File: config.mk
export PLATFORM = sky130hd
export DESIGN_NAME = freqmeas
export DESIGN_NICKNAME = d
export VERILOG_FILES = /design/src/rtl/freqmeas.sv
export SDC_FILE = /design/constraint.sdc
export NUM_CORES = 1
export LEC_CHECK = 0
export BUFFER_PORTS_ARGS = -buffer_cell sky130_fd_sc_hd__buf_2
export CAP_MARGIN = 20
export CORE_MARGIN = 2
export CORE_UTILIZATION = 62
export CTS_CLUSTER_SIZE = 8
export DETAILED_ROUTE_END_ITERATION = 16
export PLACE_DENSITY = 0.94
export RECOVER_POWER = 25
export REMOVE_ABC_BUFFERS = 1
export SYNTH_ARGS = -nofsm -noshare
export SYNTH_HDL_FRONTEND = slang
export SYNTH_SLANG_ARGS = --single-unit
File: constraint.sdc
create_clock -name i_clk -period 4.3 [get_ports i_clk]
set_clock_uncertainty 0.2 [all_clocks]
set_input_delay 1.29 -clock i_clk [delete_from_list [all_inputs] [get_ports i_clk]]
set_output_delay 1.29 -clock i_clk [all_outputs]
set_load 0.005 [all_outputs]
File: src/rtl/freqmeas.sv
// rtl/freqmeas.sv - period and high-time meter for a slow periodic input, in clk cycles
// Define FREQMEAS_SYNC_EN to put a two-flop synchronizer in front of the edge detector.
module freqmeas #(
    parameter int WIDTH = 16
) (
    input  logic             i_clk,
    input  logic             i_reset,
    input  logic             i_enable,
    input  logic             i_sig_in,
    output logic [WIDTH-1:0] o_period,
    output logic [WIDTH-1:0] o_high_time,
    output logic             o_valid,
    output logic             o_timeout
);
    localparam logic [WIDTH-1:0] CMAX = {WIDTH{1'b1}};
    localparam logic [WIDTH-1:0] ONE  = {{(WIDTH-1){1'b0}}, 1'b1};

    typedef enum logic [1:0] {
        S_IDLE,
        S_ARM,
        S_MEAS
    } state_t;

    state_t           r_state;
    state_t           w_state_nxt;
    logic             r_sig_s;
    logic             r_sig_d;
    logic             w_rise;
    logic             w_fall;
    logic [WIDTH-1:0] r_cnt;
    logic [WIDTH-1:0] r_hi_cap;
    logic [WIDTH-1:0] r_period;
    logic [WIDTH-1:0] r_high_time;
    logic             r_valid;
    logic             r_timeout;
    logic [WIDTH-1:0] w_cnt_nxt;
    logic [WIDTH-1:0] w_hi_cap_nxt;
    logic [WIDTH-1:0] w_period_nxt;
    logic [WIDTH-1:0] w_high_time_nxt;
    logic             w_valid_nxt;
    logic             w_timeout_nxt;

`ifdef FREQMEAS_SYNC_EN
    logic r_sync;

    always_ff @(posedge i_clk or posedge i_reset) begin
        if (i_reset) begin
            r_sync  <= 1'b0;
            r_sig_s <= 1'b0;
            r_sig_d <= 1'b0;
        end else begin
            r_sync  <= i_sig_in;
            r_sig_s <= r_sync;
            r_sig_d <= r_sig_s;
        end
    end
`else
    always_ff @(posedge i_clk or posedge i_reset) begin
        if (i_reset) begin
            r_sig_s <= 1'b0;
            r_sig_d <= 1'b0;
        end else begin
            r_sig_s <= i_sig_in;
            r_sig_d <= r_sig_s;
        end
    end
`endif

    assign w_rise = r_sig_s & ~r_sig_d;
    assign w_fall = ~r_sig_s & r_sig_d;

    always_ff @(posedge i_clk or posedge i_reset) begin
        if (i_reset) begin
            r_state     <= S_IDLE;
            r_cnt       <= '0;
            r_hi_cap    <= '0;
            r_period    <= '0;
            r_high_time <= '0;
            r_valid     <= 1'b0;
            r_timeout   <= 1'b0;
        end else begin
            r_state     <= w_state_nxt;
            r_cnt       <= w_cnt_nxt;
            r_hi_cap    <= w_hi_cap_nxt;
            r_period    <= w_period_nxt;
            r_high_time <= w_high_time_nxt;
            r_valid     <= w_valid_nxt;
            r_timeout   <= w_timeout_nxt;
        end
    end

    always_comb begin
        w_state_nxt     = r_state;
        w_cnt_nxt       = r_cnt;
        w_hi_cap_nxt    = r_hi_cap;
        w_period_nxt    = r_period;
        w_high_time_nxt = r_high_time;
        w_valid_nxt     = 1'b0;
        w_timeout_nxt   = r_timeout;
        if (!i_enable) begin
            // results and the sticky timeout survive a disable; only the run is abandoned
            w_state_nxt = S_IDLE;
            w_cnt_nxt   = '0;
        end else begin
            case (r_state)
                S_IDLE: begin
                    w_cnt_nxt   = '0;
                    w_state_nxt = S_ARM;
                end
                S_ARM: begin
                    if (w_rise) begin
                        w_cnt_nxt    = ONE;
                        w_hi_cap_nxt = '0;
                        w_state_nxt  = S_MEAS;
                    end
                end
                S_MEAS: begin
                    if (w_rise) begin
                        w_period_nxt    = r_cnt;
                        w_high_time_nxt = r_hi_cap;
                        w_valid_nxt     = 1'b1;
                        w_timeout_nxt   = 1'b0;
                        w_cnt_nxt       = ONE;
                        w_hi_cap_nxt    = '0;
                    end else if (r_cnt == CMAX) begin
                        // saturated: drop back and wait for a fresh rising edge
                        w_timeout_nxt = 1'b1;
                        w_cnt_nxt     = '0;
                        w_state_nxt   = S_ARM;
                    end else begin
                        if (w_fall) begin
                            w_hi_cap_nxt = r_cnt;
                        end
                        w_cnt_nxt = r_cnt + ONE;
                    end
                end
                default: begin
                    w_state_nxt = S_IDLE;
                    w_cnt_nxt   = '0;
                end
            endcase
        end
    end

    assign o_period    = r_period;
    assign o_high_time = r_high_time;
    assign o_valid     = r_valid;
    assign o_timeout   = r_timeout;

endmodule

==> impl_table.tex, run 1 <==
\begin{tabular}{lr}
\hline
Metric & Value \\
\hline
\multicolumn{2}{l}{\textbf{Power}} \\
\quad Clock Power Share & 34.4\% \\
\quad Cell internal pwr & 0.000948 W \\
\quad Static leakage power & 1.80 nW \\
\quad Sequential share of power & 52.2\% \\
\quad Switching portion of total power & 27.2\% \\
\quad PD cells & 364 nW/um\^{}2 \\
\quad Sw Pwr & 0.000355 W \\
\quad Part of the total power dissipated in combinational logic & 13.4\% \\
\quad Maximum vdd ir drop & 0.242 mV \\
\multicolumn{2}{l}{\textbf{Synthesis}} \\
\quad Post-synthesis sequential area ratio & 54.1\% \\
\quad Yosys synthesis warning count & 0 \\
\quad Cell type with the highest aggregate area in the netlist & sky130\_fd\_sc\_hd\_\_dfrtp\_1 \\
\quad Gate count after technology mapping & 268 \\
\quad Netlist cell types & 46 \\
\quad Asr flop ratio synth & 100\% \\
\quad Mean area per synthesized cell & 12.1 um\^{}2 \\
\quad Mapped Area & 3240 um\^{}2 \\
\quad FF+latch count, synth & 70 \\
\quad Top area cells in the synthesized netlist & sky130\_fd\_sc\_hd\_\_dfrtp\_1 (54\%), sky130\_fd\_sc\_hd\_\_mux2\_2 (10\%), sky130\_fd\_sc\_hd\_\_a22o\_1 (4.3\%), sky130\_fd\_sc\_hd\_\_ha\_1 (2.3\%), sky130\_fd\_sc\_hd\_\_mux2i\_1 (2.2\%) \\
\quad Fraction of post-synthesis cell area in the top cell type by area & 54.1\% \\
\quad Number of synthesized flops with an enable pin & 0 \\
\quad Flip-flop cell with the highest count after synthesis & sky130\_fd\_sc\_hd\_\_dfrtp\_1 \\
\multicolumn{2}{l}{\textbf{Detailed routing}} \\
\quad Routed len/inst & 16.9 um \\
\quad Total DRC errors in the routed layout & 0 \\
\quad Detailed router's first-iteration violation count & 209 \\
\quad Detailed Routing Iterations Pass 1 & 4 \\
\quad Count of nets left with antenna violations after detail routing & 0 \\
\quad Via count & 2294 \\
\quad Via-per-instance ratio & 6.20 \\
\quad Total Routed Length & 6240 um \\
\multicolumn{2}{l}{\textbf{Timing}} \\
\quad Final Setup Violations & 0 \\
\quad Unrepaired setup endpoints after global routing & false \\
\quad Fmax & 0.355 GHz \\
\quad Number of hold-slack violations in the final timing report & 0 \\
\quad Final total negative setup slack & 0 ns \\
\quad Smallest setup slack after layout & 1.48 ns \\
\quad Min Clock Period, post-route & 2.82 ns \\
\quad Period Utilization, post-route & 65.5\% \\
\quad Max\_slew headroom & 40.1\% \\
\quad Final-report max-slew violation count & 0 \\
\quad Slew @ Worst Pin & 0.897 ns \\
\quad Worst hold slack after final layout & 0.184 ns \\
\multicolumn{2}{l}{\textbf{Placement}} \\
\quad Routability cong. & 0.817 \\
\quad Post-placement worst setup slack & 1.11 ns \\
\quad Total cell area at the placement stage & 3400 um\^{}2 \\
\quad Sum of net half-perimeters after detailed placement & 4220 um \\
\quad Quantity of I/O buffers inserted on ports & 37 \\
\multicolumn{2}{l}{\textbf{CTS}} \\
\quad Number of buffers inserted by post-CTS setup repair & 0 \\
\quad Post-CTS Hold Buffers & 0 \\
\quad Clk sinks & 70 \\
\quad Clock latency on the worst-skew pair & 0.34 ns \\
\quad Root cell of the clock tree & sky130\_fd\_sc\_hd\_\_clkbuf\_8 \\
\quad \# resized after CTS & 0 \\
\quad Clock tree from TritonCTS & done \\
\quad Level count of the clock H-tree & 3 \\
\quad Clock transition at the registers of the reported paths & 0.07 ns \\
\quad Clock buffer depth & 2 \\
\quad Inserted Clock Buffers & 9 \\
\multicolumn{2}{l}{\textbf{Layout}} \\
\quad Layout overhead on the synthesized area & 10.8\% \\
\quad Number of inserted filler cells in the final layout & 362 \\
\quad Layout Utilization & 70.6\% \\
\quad Number of nets in the layout & 307 \\
\quad Share of post-route cells with drive strength above 1 & 29.7\% \\
\quad Antenna fix cells & 0 \\
\quad Area of all placed cells without fillers & 3580 um\^{}2 \\
\quad Reg area & 1750 um\^{}2 \\
\quad Footprint of the multi-input gates & 1320 um\^{}2 \\
\multicolumn{2}{l}{\textbf{Run status}} \\
\quad Status & finished, final reports clean \\
\multicolumn{2}{l}{\textbf{Worst setup path}} \\
\quad Startpoint Class & input pin \\
\quad Data required time of the critical path & 4.32 ns \\
\quad Critical Path Fanout Max & 19 \\
\quad Critical Path AT & 2.84 ns \\
\quad Kind of end point of the critical path & register \\
\quad Critical Setup Path Class & in2reg \\
\multicolumn{2}{l}{\textbf{Global routing}} \\
\quad Number of antenna violations at the first check in global routing & 0 \\
\quad Largest net degree at the start of global routing & 52 \\
\quad Final global-route overflow total & 0 \\
\quad GR Util All Layers & 23.0\% \\
\quad Wire length of the first global-routing pass & 10600 um \\
\quad Vias in the first global route & 2144 \\
\multicolumn{2}{l}{\textbf{Worst hold path}} \\
\quad Path category of the worst min-delay check & reg2reg \\
\multicolumn{2}{l}{\textbf{Floorplan}} \\
\quad Count of pins on the block boundary & 38 \\
\quad Die Span X & 76.2 um \\
\quad Die height & 76.2 um \\
\quad Cell Rows & 26 \\
\quad Initial core utilization & 63.8\% \\
\quad Core area & 5070 um\^{}2 \\
\quad Area of the die & 5810 um\^{}2 \\
\multicolumn{2}{l}{\textbf{Flow run}} \\
\quad Number of max-cap violations & 0 \\
\hline
\end{tabular}
[registers in the layout, indices dropped and copies added, names as in the netlist, 2 cells and up]
signal       flops
o_high_time     16
o_period        16
r_cnt           16
r_hi_cap        16
r_state          2
[cells in the mapped netlist, drive strengths merged (4+ instances only)]
cell,n
a21oi,6
a22o,16
a31oi,9
and2,4
and4,6
buf,19
clkbuf,4
dfrtp,70
ha,6
inv,8
mux2,30
mux2i,7
nand2,16
nand2b,4
nand3,9
nand3b,4
nand4,10
nor2,7
o21ai,6
o31ai,4
[metal layers]
metal | track usage [%] | vias to the layer above | share of wire, %
met5 | 0 | - | 0
met4 | 10.4 | 0 | 1.7
met3 | 4.74 | 10 | 4.6
met2 | 36.9 | 75 | 51
met1 | 30.4 | 1157 | 43
li1 | - | 1052 | -
[worst max-delay path, cell delays in order]
cell and delay [ns]:
sky130_fd_sc_hd__buf_2 0.18, sky130_fd_sc_hd__nand3_1 0.65, sky130_fd_sc_hd__buf_12 0.42, sky130_fd_sc_hd__mux2_2 0.29
[cell usage in the layout (no fill, tap or decap), types with 2 or more instances in the layout]
cell type | Yosys | layout
sky130_fd_sc_hd__dfrtp_1 | 70 | 70
sky130_fd_sc_hd__buf_2 | 11 | 37
sky130_fd_sc_hd__mux2_2 | 30 | 30
sky130_fd_sc_hd__nand2_1 | 16 | 16
sky130_fd_sc_hd__a22o_1 | 16 | 16
sky130_fd_sc_hd__clkbuf_8 | 0 | 10
sky130_fd_sc_hd__nand3_1 | 9 | 9
sky130_fd_sc_hd__a31oi_1 | 9 | 9
sky130_fd_sc_hd__inv_1 | 8 | 8
sky130_fd_sc_hd__nand4_1 | 8 | 8
sky130_fd_sc_hd__mux2i_1 | 7 | 7
sky130_fd_sc_hd__and4_1 | 6 | 6
sky130_fd_sc_hd__nor2_1 | 6 | 6
sky130_fd_sc_hd__ha_1 | 6 | 6
sky130_fd_sc_hd__a21oi_1 | 5 | 5
sky130_fd_sc_hd__o21ai_0 | 5 | 5
sky130_fd_sc_hd__nand2b_1 | 4 | 4
sky130_fd_sc_hd__nand3b_1 | 4 | 4
sky130_fd_sc_hd__o31ai_1 | 4 | 4
sky130_fd_sc_hd__and2_1 | 3 | 3
sky130_fd_sc_hd__and4b_1 | 2 | 2
sky130_fd_sc_hd__and3_1 | 2 | 2
sky130_fd_sc_hd__o21a_1 | 2 | 2
sky130_fd_sc_hd__o22ai_1 | 2 | 2
sky130_fd_sc_hd__a32oi_1 | 2 | 2
sky130_fd_sc_hd__a21o_1 | 2 | 2
sky130_fd_sc_hd__clkinvlp_4 | 0 | 2
sky130_fd_sc_hd__clkinv_2 | 0 | 2
sky130_fd_sc_hd__buf_12 | 0 | 2
[path summary, 6_finish.rpt]
kind,start,endpoint,slack [ns],cells after the start
worst max-delay path,i_enable,o_high_time[4]$_DFFE_PP0P_,1.48,4
worst min-delay path,r_sig_s$_DFF_PP0_,r_sig_d$_DFF_PP0_,0.18,0
worst max register to register,r_cnt[1]$_DFFE_PP0P_,r_state[1]$_DFFE_PP0P_,1.73,5
worst min register to register,r_sig_s$_DFF_PP0_,r_sig_d$_DFF_PP0_,0.18,0
max in group asynchronous,i_reset,r_cnt[14]$_DFFE_PP0P_,2.05,4
min in group asynchronous,i_reset,o_period[7]$_DFFE_PP0P_,0.94,2
[layout make-up]
| type | count | area share, % |
|---|---|---|
| tap | 70 | 2.44 |
| clock inverter | 4 | 0.698 |
| timing repair buffer | 41 | 6.60 |
| clock buffer | 10 | 3.84 |
| inverter | 8 | 0.838 |
| multi-input combinational | 167 | 36.7 |
| sequential | 70 | 48.9 |
[metrics by stage]
stage	power (W)	instances
2_1_floorplan	0.000818	245
3_3_place_gp	0.000856	355
3_5_place_dp	0.000864	355
4_1_cts	0.00131	369
5_1_grt	0.00136	370
6_report	0.00130	370
[cell families after synthesis]
kind of cell	Yosys count	share of synthesized area, %
AND/OR/NAND/NOR	71	13.6
adder cells (fa/ha/maj)	6	2.32
buffers and inverters	31	5.22
flip-flops	70	54.1
AO/OA/AOI/OAI	53	12.1
multiplexers	37	12.6
[power groups by stage]
stage,combinational (W),clock (W),sequential (W)
2_1_floorplan,0.000127,0,0.000691
3_3_place_gp,0.000164,0,0.000693
6_report,0.000174,0.000448,0.000681
4_1_cts,0.000171,0.000455,0.000681
5_1_grt,0.000194,0.000484,0.000682
3_5_place_dp,0.000170,0,0.000693
Note: power is estimated with default switching activity, not from simulation.
==> inputs of run 2 (changes only) <==
- CORE_UTILIZATION: 62 -> 52
- PLACE_DENSITY: 0.94 -> 0.85
- clock period: 4.3 -> 2.4 ns (I/O delays scaled with it)
==> impl_table.tex, run 2 (synthesis gave the netlist of run 1 again) <==
\begin{tabular}{lr}
\hline
Metric & Value \\
\hline
\multicolumn{2}{l}{\textbf{Run status}} \\
\quad Status & finished, final reports clean \\
\multicolumn{2}{l}{\textbf{Worst setup path}} \\
\quad Kind of end point of the critical path & register \\
\quad Slowest Stage Delay on Critical Path & 0.45 ns (-0.20 ns) \\
\quad Critical Path Fanout Max & 22 (+3) \\
\quad Critical Setup Path Class & reg2reg \\
\quad Startpoint Class & register \\
\quad Critical Path AT & 2.18 ns (-0.66 ns) \\
\quad Critical-path top delay cell & sky130\_fd\_sc\_hd\_\_dfrtp\_1 \\
\quad Data required time of the critical path & 2.43 ns (-1.89 ns) \\
\quad Cell breakdown of the critical path & ha\_1 > and4\_1 > nand4\_4 > buf\_4 > nand2\_1 > o41ai\_1 \\
\multicolumn{2}{l}{\textbf{Timing}} \\
\quad Final-report max-slew violation count & 0 (unchanged) \\
\quad Worst hold slack after final layout & 0.187 ns (+0.00270 ns) \\
\quad Max\_slew headroom & 46.6\% (+6.4 points) \\
\quad Unrepaired setup endpoints after global routing & false \\
\quad Min Clock Period, post-route & 2.15 ns \\
\quad Final Setup Violations & 0 (unchanged) \\
\quad Fmax & 0.466 GHz \\
\quad Period Utilization, post-route & 89.5\% \\
\quad Number of hold-slack violations in the final timing report & 0 (unchanged) \\
\quad Slew @ Worst Pin & 0.800 ns (-0.0966 ns) \\
\multicolumn{2}{l}{\textbf{Detailed routing}} \\
\quad Total DRC errors in the routed layout & 0 (unchanged) \\
\quad Detailed router's first-iteration violation count & 150 (-28\%) \\
\quad Detailed Routing Iterations Pass 1 & 4 (unchanged) \\
\quad Count of nets left with antenna violations after detail routing & 0 (unchanged) \\
\quad Routed len/inst & 15.5 um (-8.2\%) \\
\quad Total Routed Length & 5950 um (-4.7\%) \\
\quad Via-per-instance ratio & 5.73 (-7.6\%) \\
\quad Via count & 2201 (-4.1\%) \\
\multicolumn{2}{l}{\textbf{CTS}} \\
\quad Clock buffer depth & 2 (unchanged) \\
\quad Clock latency on the worst-skew pair & 0.34 ns (about the same) \\
\quad Number of buffers inserted by post-CTS setup repair & 0 (unchanged) \\
\quad Post-CTS Hold Buffers & 0 (unchanged) \\
\quad Clock transition at the registers of the reported paths & 0.07 ns (about the same) \\
\quad Level count of the clock H-tree & 3 (unchanged) \\
\quad Inserted Clock Buffers & 9 (unchanged) \\
\quad Clock tree from TritonCTS & done \\
\quad Root cell of the clock tree & sky130\_fd\_sc\_hd\_\_clkbuf\_8 \\
\quad Clk sinks & 70 (unchanged) \\
\quad \# resized after CTS & 0 (unchanged) \\
\multicolumn{2}{l}{\textbf{Layout}} \\
\quad Antenna fix cells & 0 (unchanged) \\
\quad Layout overhead on the synthesized area & 12.9\% \\
\quad Layout Utilization & 61.3\% (-9.3 points) \\
\quad Share of post-route cells with drive strength above 1 & 31.7\% (+2.0 points) \\
\quad Number of inserted filler cells in the final layout & 487 (+35\%) \\
\quad Footprint of the multi-input gates & 1320 um\^{}2 (unchanged) \\
\quad Commonest cells after routing, fill and taps aside & sky130\_fd\_sc\_hd\_\_dfrtp\_1 (70), sky130\_fd\_sc\_hd\_\_buf\_2 (37), sky130\_fd\_sc\_hd\_\_mux2\_2 (30) \\
\quad Number of nets in the layout & 315 (+2.6\%) \\
\quad Area of all placed cells without fillers & 3650 um\^{}2 (+2.0\%) \\
\quad Commonest non-fill, non-tap cell in the layout & sky130\_fd\_sc\_hd\_\_dfrtp\_1 \\
\quad Reg area & 1750 um\^{}2 (unchanged) \\
\multicolumn{2}{l}{\textbf{Global routing}} \\
\quad Number of antenna violations at the first check in global routing & 0 (unchanged) \\
\quad GR Util All Layers & 18.6\% (-4.4 points) \\
\quad Wire length of the first global-routing pass & 10300 um (-2.5\%) \\
\quad Final global-route overflow total & 0 (unchanged) \\
\quad Vias in the first global route & 2118 (-1.2\%) \\
\quad Largest net degree at the start of global routing & 32 (-38\%) \\
\multicolumn{2}{l}{\textbf{Power}} \\
\quad Total power draw & 0.00244 W (+87\%) \\
\quad Static leakage power & 1.84 nW (+2.2\%) \\
\quad PD cells & 668 nW/um\^{}2 (+84\%) \\
\quad Maximum vdd ir drop & 0.407 mV (+68\%) \\
\multicolumn{2}{l}{\textbf{Floorplan}} \\
\quad Die height & 82.9 um (+8.7\%) \\
\quad Cell Rows & 28 (+7.7\%) \\
\quad Count of pins on the block boundary & 38 (unchanged) \\
\quad Core area & 5960 um\^{}2 (+17\%) \\
\quad Area of the die & 6870 um\^{}2 (+18\%) \\
\quad Die Span X & 82.9 um (+8.7\%) \\
\quad Initial core utilization & 54.3\% (-9.4 points) \\
\multicolumn{2}{l}{\textbf{Placement}} \\
\quad Total cell area at the placement stage & 3480 um\^{}2 (+2.2\%) \\
\quad Sum of net half-perimeters after detailed placement & 4190 um (-0.69\%) \\
\quad Routability cong. & 0.895 (+9.5\%) \\
\quad Quantity of I/O buffers inserted on ports & 37 (unchanged) \\
\multicolumn{2}{l}{\textbf{Worst hold path}} \\
\quad Path category of the worst min-delay check & reg2reg \\
\multicolumn{2}{l}{\textbf{Flow run}} \\
\quad Number of max-cap violations & 0 (unchanged) \\
\hline
\end{tabular}
-- run 2: cell count changes in the layout (fill, tap and decap cells not counted), sizes merged --
cell	before	now
buf	40	47
clkinv	2	0
clkbuf	11	15
-- run 2: stage by stage --
stage          setup WS (ns)  cells  TNS (ns)
6_report               0.253    384         0
5_1_grt               0.0918    384         0
4_1_cts                0.272    384         0
3_5_place_dp           0.289    369         0
3_3_place_gp           0.338    369         0
2_1_floorplan         -0.288    245    -21.55
-- run 2: report_power, final --
part           internal (W)  leakage, nW  switching, W  total [W]
clock              0.000482       0.0938      0.000414   0.000896
sequential          0.00120        0.972     0.0000167    0.00122
combinational      0.000124        0.775      0.000201   0.000325
total               0.00181         1.84      0.000631    0.00244
-- run 2: path summary, 6_finish.rpt --
check,start,end,slack (ns),depth (start not counted)
setup / recovery,r_cnt[1]$_DFFE_PP0P_,r_cnt[8]$_DFFE_PP0P_,0.25,6
hold / removal,r_sig_s$_DFF_PP0_,r_sig_d$_DFF_PP0_,0.19,0
setup reg to reg,r_cnt[1]$_DFFE_PP0P_,r_cnt[8]$_DFFE_PP0P_,0.25,6
hold reg to reg,r_sig_s$_DFF_PP0_,r_sig_d$_DFF_PP0_,0.19,0
max in group asynchronous,i_reset,r_state[1]$_DFFE_PP0P_,0.47,3
min in group asynchronous,i_reset,r_hi_cap[7]$_DFFE_PP0P_,0.32,2
-- run 2: cell type report --
type	count	share of cell area [%]
clock buffer	13	4.90
clock inverter	2	0.411
sequential	70	47.9
inverter	8	0.822
timing repair buffer	49	7.36
tap	75	2.57
multi-input combinational	167	36.0
-- run 2: layer usage --
metal | vias to the layer above | share of wire [%] | global-route usage [%]
met5 | - | 0 | 0
met1 | 1061 | 48 | 25.8
met2 | 62 | 45 | 27.5
met4 | 0 | 2.0 | 8.35
li1 | 1066 | - | -
met3 | 12 | 4.8 | 5.17
-- run 2: critical path: cells and delay by family (launching register included) --
family	cells	cell delay [ns]
flip-flops	1	0.45
AO/OA/AOI/OAI	1	0.27
buffers and inverters	1	0.25
AND/OR/NAND/NOR	3	0.59
adder cells (fa/ha/maj)	1	0.26
